--- src/rtl/vertex_feeder_pkg.sv ---
// Shared types for the vertex feeder: fp16 words, 4-lane vectors, 4x4 matrices and FSM states.
package vertex_feeder_pkg;

    typedef logic [15:0] fp16_t;
    typedef fp16_t [3:0] vec4_t;
    typedef fp16_t [15:0] mat4_t;

    localparam fp16_t FP16_ONE  = 16'h3C00;
    localparam fp16_t FP16_ZERO = 16'h0000;

    typedef enum logic {
        COLLECT = 1'b0,
        FINAL   = 1'b1
    } vf_state_t;

    function automatic mat4_t identity_mat();
        mat4_t m;
        for (int i = 0; i < 16; i++) m[i] = (i % 5 == 0) ? FP16_ONE : FP16_ZERO;
        return m;
    endfunction

endpackage

--- src/rtl/vf_result_fifo.sv ---
// Wrap-around pointer FIFO holding multiply results until the consumer takes them.
module vf_result_fifo #(
    parameter int DEPTH = 4,
    parameter int WIDTH = 64
) (
    input  logic                     clk,
    input  logic                     rst,
    input  logic                     push,
    input  logic [WIDTH-1:0]         push_data,
    input  logic                     pop,
    output logic [WIDTH-1:0]         pop_data,
    output logic                     full,
    output logic                     empty,
    output logic [$clog2(DEPTH):0]   count
);
    localparam int AW = $clog2(DEPTH);
    localparam logic [AW:0] FULL_CNT = DEPTH[AW:0];

    logic [WIDTH-1:0] mem [DEPTH];
    logic [AW-1:0]    wr_ptr;
    logic [AW-1:0]    rd_ptr;
    logic             do_push;
    logic             do_pop;

    assign empty    = (count == '0);
    assign full     = (count == FULL_CNT);
    assign do_pop   = pop & ~empty;
    assign do_push  = push & ~full;
    assign pop_data = mem[rd_ptr];

    always_ff @(posedge clk or negedge rst) begin
        if (!rst) begin
            for (int i = 0; i < DEPTH; i++) mem[i] <= '0;
            wr_ptr <= '0;
            rd_ptr <= '0;
            count  <= '0;
        end else begin
            if (do_push) begin
                mem[wr_ptr] <= push_data;
                wr_ptr      <= wr_ptr + AW'(1);
            end
            if (do_pop) rd_ptr <= rd_ptr + AW'(1);
            case ({do_push, do_pop})
                2'b10:   count <= count + 1'b1;
                2'b01:   count <= count - 1'b1;
                default: count <= count;
            endcase
        end
    end

endmodule

--- src/rtl/vertex_feeder.sv ---
// Matrix store, vertex beat assembly, credit-limited issue and result buffering for the fp16 4x4 MVM pipe.
// Optional perf counters are built when VERTEX_FEEDER_PERF_EN is defined.
//
// state   | meaning
// COLLECT | accepting beats x,y,z (beat counter 0..2)
// FINAL   | waiting to accept w; stalls until a result credit is free
module vertex_feeder
    import vertex_feeder_pkg::*;
#(
    parameter int LATENCY    = 4,
    parameter int FIFO_DEPTH = 4
) (
    input  logic         clk,
    input  logic         rst,
    input  logic         mat_we,
    input  logic [3:0]   mat_addr,
    input  logic [15:0]  mat_data,
    output logic         mat_busy,
    input  logic         comp_valid,
    output logic         comp_ready,
    input  logic [15:0]  comp_data,
    output logic [255:0] mm_a,
    output logic [63:0]  mm_b,
    input  logic [63:0]  mm_x,
    output logic         res_valid,
    input  logic         res_ready,
    output logic [63:0]  res_data
`ifdef VERTEX_FEEDER_PERF_EN
    ,
    output logic [31:0]  perf_issued,
    output logic [31:0]  perf_stall
`endif
);
    localparam int CW  = $clog2(LATENCY + FIFO_DEPTH + 1);
    localparam int FCW = $clog2(FIFO_DEPTH) + 1;

    vf_state_t          state;
    logic [1:0]         beat_cnt;
    fp16_t [2:0]        lane_q;
    mat4_t              mat_q;
    logic [LATENCY-1:0] inflight;
    logic [CW-1:0]      inflight_cnt;
    logic [CW-1:0]      credits_used;
    logic [FCW-1:0]     fifo_count;
    logic               fifo_full;
    logic               fifo_empty;
    logic               run_q;
    logic               accept;
    logic               issue;

    always_comb begin
        inflight_cnt = '0;
        for (int i = 0; i < LATENCY; i++) inflight_cnt = inflight_cnt + CW'(inflight[i]);
    end

    assign credits_used = inflight_cnt + CW'(fifo_count);
    // fifo_full is implied by the credit count; kept as a direct guard on the last beat
    assign comp_ready   = run_q & ~((state == FINAL) & (fifo_full | (credits_used >= CW'(FIFO_DEPTH))));
    assign accept       = comp_valid & comp_ready;
    assign issue        = accept & (state == FINAL);
    assign mat_busy     = (beat_cnt != 2'd0) | (|inflight);
    assign mm_a         = mat_q;
    assign res_valid    = ~fifo_empty;

    // Ready is held off until the first clock after reset release
    always_ff @(posedge clk or negedge rst) begin
        if (!rst) run_q <= 1'b0;
        else      run_q <= 1'b1;
    end

    always_ff @(posedge clk or negedge rst) begin
        if (!rst) begin
            state    <= COLLECT;
            beat_cnt <= 2'd0;
            lane_q   <= '0;
            mm_b     <= '0;
        end else if (accept) begin
            case (state)
                COLLECT: begin
                    lane_q[beat_cnt] <= comp_data;
                    beat_cnt         <= beat_cnt + 2'd1;
                    if (beat_cnt == 2'd2) state <= FINAL;
                end
                FINAL: begin
                    mm_b     <= {comp_data, lane_q[2], lane_q[1], lane_q[0]};
                    beat_cnt <= 2'd0;
                    state    <= COLLECT;
                end
                default: state <= COLLECT;
            endcase
        end
    end

    always_ff @(posedge clk or negedge rst) begin
        if (!rst)                      mat_q           <= identity_mat();
        else if (mat_we && !mat_busy)  mat_q[mat_addr] <= mat_data;
    end

    always_ff @(posedge clk or negedge rst) begin
        if (!rst) inflight <= '0;
        else      inflight <= (inflight << 1) | LATENCY'(issue);
    end

    vf_result_fifo #(
        .DEPTH (FIFO_DEPTH),
        .WIDTH (64)
    ) u_result_fifo (
        .clk       (clk),
        .rst       (rst),
        .push      (inflight[LATENCY-1]),
        .push_data (mm_x),
        .pop       (res_valid & res_ready),
        .pop_data  (res_data),
        .full      (fifo_full),
        .empty     (fifo_empty),
        .count     (fifo_count)
    );

`ifdef VERTEX_FEEDER_PERF_EN
    always_ff @(posedge clk or negedge rst) begin
        if (!rst) begin
            perf_issued <= '0;
            perf_stall  <= '0;
        end else begin
            perf_issued <= perf_issued + {31'd0, issue};
            perf_stall  <= perf_stall + {31'd0, (state == FINAL) & comp_valid & ~comp_ready};
        end
    end
`endif

endmodule

--- config.mk ---
export PLATFORM = sky130hd
export DESIGN_NAME = vertex_feeder
export DESIGN_NICKNAME = d
export VERILOG_FILES = /design/src/rtl/vertex_feeder_pkg.sv /design/src/rtl/vf_result_fifo.sv /design/src/rtl/vertex_feeder.sv
export SDC_FILE = /design/constraint.sdc
export NUM_CORES = 1
export LEC_CHECK = 0
export CORE_MARGIN = 2
export CORE_UTILIZATION = 30
export DETAILED_ROUTE_END_ITERATION = 12
export SLEW_MARGIN = 15
export SYNTH_ARGS = -nofsm -noshare
export SYNTH_HDL_FRONTEND = slang
export SYNTH_SLANG_ARGS = --single-unit
--- constraint.sdc ---
create_clock -name clk -period 2.8 [get_ports clk]
set_input_delay 0.42 -clock clk [delete_from_list [all_inputs] [get_ports clk]]
set_output_delay 0.42 -clock clk [all_outputs]
set_load 0.02 [all_outputs]
==> impl_results.rst <==
.. list-table::
   :header-rows: 1

   * - Metric
     - Value
   * - Status
     - finished, violations left
   * - Failing checks
     - negative setup slack
   * - Relative area change from synthesis to final layout
     - 37.3%
   * - Summed instance area of the synthesized netlist
     - 25,600 sq um
   * - Relative contribution of combinational cells to total power
     - 39.8%
   * - Final core area utilization
     - 41.5%
   * - Cell count after placement
     - 3,123
   * - I/O pin cnt
     - 492
   * - Flip-flop cell with the highest count after synthesis
     - dfrtp_1
   * - CTS tree
     - built
   * - Count of endpoints failing setup in the final report
     - 1
   * - X dimension of the die
     - 296 um
   * - Normalized max-slew margin
     - 33.6%
   * - Launch point of the worst reg-to-reg path
     - u_result_fifo.count[0]$_DFFE_PN0P_
   * - Die ar.
     - 87,800 sq um
   * - Total power of the final layout
     - 42.0 mW
   * - Number of max-cap violations
     - 0
   * - Synthesized netlist net count
     - 1,627
   * - Clock edge transition at the registers on the reported setup and hold paths
     - 0.06 ns
   * - Total net switching power
     - 14.1 mW
   * - Yosys cell types
     - 41
   * - Crit. Startpoint
     - inflight[3]$_DFF_PN0_
   * - Routed len/inst
     - 22.5 um
   * - Worst Max-Slew Pin Slew
     - 0.993 ns
   * - Length of the first detailed-routing pass in iterations
     - 4
   * - Post-synthesis cell count
     - 1,509
   * - Ratio of total power to cell area
     - 1190 nW/um^2
   * - Leak
     - 15.6 nW
   * - Final Routed Wirelength
     - 73.4 mm
   * - Power share of the sequential group
     - 36.0%
   * - Share of flip-flops with an asynchronous set or reset
     - 100%
   * - Critical path start-end classification
     - reg -> out
   * - Fraction of final layout cells sized beyond drive strength 1
     - 44.1%
   * - Number of clock buffers inserted by TritonCTS
     - 76
   * - Setup repair after global routing missed its margin
     - true
   * - Startpoint type of the worst setup path
     - flop
   * - Die boundary height
     - 296 um
   * - Yosys warning count
     - 0
   * - Commonest non-fill, non-tap cell in the layout
     - mux2_2
   * - Fraction of power consumed by the clock network
     - 24.3%
   * - Final total negative setup slack
     - -0.0463 ns
   * - Total track usage
     - 16.6%
   * - Initial Util
     - 30.2%
   * - CTS Buffer Depth
     - 3
   * - Kind of end point of the critical path
     - output port
   * - Dpl hpwl
     - 51.0 mm
   * - Clock sink total
     - 639
   * - Post-synthesis sequential area ratio
     - 62.4%
   * - Avg Vias per Cell
     - 4.64
   * - Count of endpoints failing hold in the final timing report
     - 0
   * - Top achievable clock speed
     - 0.351 GHz
   * - Global-route wire length before repair
     - 109 mm
   * - Root buffer cell
     - clkbuf_16
   * - Total number of vias
     - 15,200
   * - Post-synth EDFFs
     - 0
   * - Cell chain of the critical path
     - fa_2 > ha_4 > a211o_1 > o21ai_4 > and2_4 > buf_6
   * - Largest stage delay on the critical path
     - 0.41 ns
   * - Fill cell count
     - 7,768
   * - Most frequent cells in the layout
     - mux2_2, dfrtp_1, clkdlybuf4s50_1
   * - DRC errors left
     - 0
   * - Gr ovfl total
     - 0
   * - Part of the cycle the worst path needs
     - 102%
   * - Yosys reg bits
     - 639
   * - Core footprint
     - 84,900 sq um
   * - Clock latency on the worst-skew pair
     - 0.61 ns
   * - Cell-internal power
     - 27.8 mW
   * - Initial antenna violation count
     - 5
   * - Mean area per synthesized cell
     - 17.0 sq um
   * - Required time reported for the critical path endpoint
     - 2.38 ns
   * - Largest net degree at the start of global routing
     - 67
   * - Non-filler cells in the finished layout
     - 3,265
   * - Arrival time at the worst endpoint
     - 2.43 ns
   * - Slowest cell on the critical path
     - fa_2
   * - Vias in the first global route
     - 16,900
   * - IO buf count
     - 491
   * - Max-slew violation total from the final report
     - 0
   * - Final Critical Period
     - 2.85 ns
   * - CP Max Fanout
     - 3
   * - Path class of the lowest-slack min-delay path
     - in -> async
   * - Final ANT Viol Nets
     - 0
   * - Sw Ratio
     - 33.7%
   * - Final Net Count
     - 2,183
   * - Final GP Congestion
     - 0.782
   * - Worst-case clock skew
     - 0.0219 ns
   * - Largest voltage drop on the vdd net
     - 0.000650 V
   * - H-Tree Level Count
     - 3
   * - Std cell rows
     - 107
   * - Final critical-path setup slack
     - -0.0463 ns
   * - Violation count after the first detailed-route iteration
     - 487
==> synthesized netlist by cell type (2+ instances only) <==
| cell | n | area (sq um) |
|---|---|---|
| nand2_1 | 9 | 33.8 |
| and2_1 | 4 | 25.0 |
| o21ai_0 | 3 | 15.0 |
| nand3_1 | 3 | 15.0 |
| mux4_2 | 64 | 1440 |
| mux2_2 | 625 | 7040 |
| nor3_2 | 2 | 20.0 |
| fa_1 | 2 | 40.0 |
| and3_1 | 2 | 12.5 |
| nand4_2 | 7 | 87.6 |
| clkbuf_1 | 39 | 146 |
| nand4b_2 | 2 | 30.0 |
| buf_2 | 44 | 220 |
| buf_4 | 6 | 45.0 |
| nor4b_4 | 2 | 47.6 |
| dfrtp_1 | 623 | 15600 |
| nor2_1 | 4 | 15.0 |
| xnor2_1 | 3 | 26.3 |
| inv_1 | 11 | 41.3 |
| buf_1 | 3 | 11.3 |
| ha_1 | 11 | 138 |
| dfstp_2 | 16 | 420 |
| xor2_1 | 3 | 26.3 |
| nor2b_1 | 3 | 18.8 |
| and4b_1 | 2 | 20.0 |
==> state kept, by name, summed over array words and instances (netlist names) <==
signal and flops:
u_result_fifo.mem 256, beat_cnt 2, run_q 1, u_result_fifo.wr_ptr 2, u_result_fifo.rd_ptr 2, mm_a 256, state 1, inflight 4
mm_b 64, lane_q 48, u_result_fifo.count 3
==> through the flow <==
| stage | cell area (sq um) | hold WS (ns) | setup WS [ns] |
|---|---|---|---|
| 5_1_grt | 35200 | 0.402 | -0.167 |
| 3_3_place_gp | 32500 | 0.415 | 0.301 |
| 3_5_place_dp | 32500 | 0.423 | 0.207 |
| 4_1_cts | 35200 | 0.377 | -0.135 |
| 2_1_floorplan | 25600 | 0.124 | 0.233 |
| 6_report | 35200 | 0.378 | -0.0463 |
==> cell families (layout without fill, tap and decap cells) <==
family          after synthesis  count (layout)  share of synthesized area [%]
compound gates               10              10                          0.263
mux                         689             689                           33.1
flops                       639             639                           62.4
fa+ha+maj                    13              13                          0.693
buf+inv                     104             715                           1.82
simple gates                 47              47                           1.50
xor+xnor                      6               6                          0.205
other cells                   1               2                         0.0146
==> what timing repair did <==
action,CTS,global route
setup buffers,7,0
endpoints found under the setup margin,66,1
hold endpoints to repair,39,0
pin swaps,3,3
gates resized for setup,72,2
hold buffers,1,0
==> power by group through the flow <==
stage	logic [mW]	clock network (mW)	registers, mW
after floorplan	6.81	0	17.0
after global placement	17.0	0	15.2
after detailed placement	17.2	0	15.3
after CTS	17.0	10.5	15.1
after global routing	17.6	10.9	15.5
final	16.7	10.2	15.1
==> worst max-delay path: cells and delay by family (launching register included) <==
family	cells	cell delay [ns]
AOI/OAI and AO/OA	2	0.50
adders and majority gates	2	0.64
buffers and inverters	1	0.11
DFF	1	0.40
and+or+nand+nor	1	0.16
==> final timing paths <==
check / end / slack [ns] / cells after the start
worst max register to register: u_result_fifo.mem[250]$_DFFE_PN0P_ / 0.40 / 4
min in group clk: inflight[2]$_DFF_PN0_ / 0.44 / 0
max in group asynchronous: u_result_fifo.mem[0]$_DFFE_PN0P_ / 1.38 / 3
worst min register to register: inflight[2]$_DFF_PN0_ / 0.44 / 0
worst max-delay path: comp_ready / -0.05 / 6
worst min-delay path: mm_a[155]$_DFFE_PN0P_ / 0.38 / 2
==> final cells by class <==
type                            instances  area, sq um  area share [%]
Clock inverter                         33          510            1.45
Antenna cell                            1         2.50         0.00711
Multi-Input combinational cell        766         9270            26.3
Timing Repair Buffer                  570         5830            16.5
Clock buffer                          100         2110            6.00
Tap cell                             1144         1430            4.06
Inverter                               12         45.0           0.128
Sequential cell                       639        16000            45.5
==> per-layer routing <==
layer / track usage, % / up-vias / wire, um / share of wire [%]
met4: 6.00 / 8 / 2470 / 3.4
li1: - / 6585 / - / -
met2: 27.6 / 383 / 36400 / 50
met5: 0 / - / 55 / 0.075
met3: 4.77 / 133 / 4770 / 6.5
met1: 20.5 / 8045 / 29700 / 40
(Power assumes the default switching activity.)
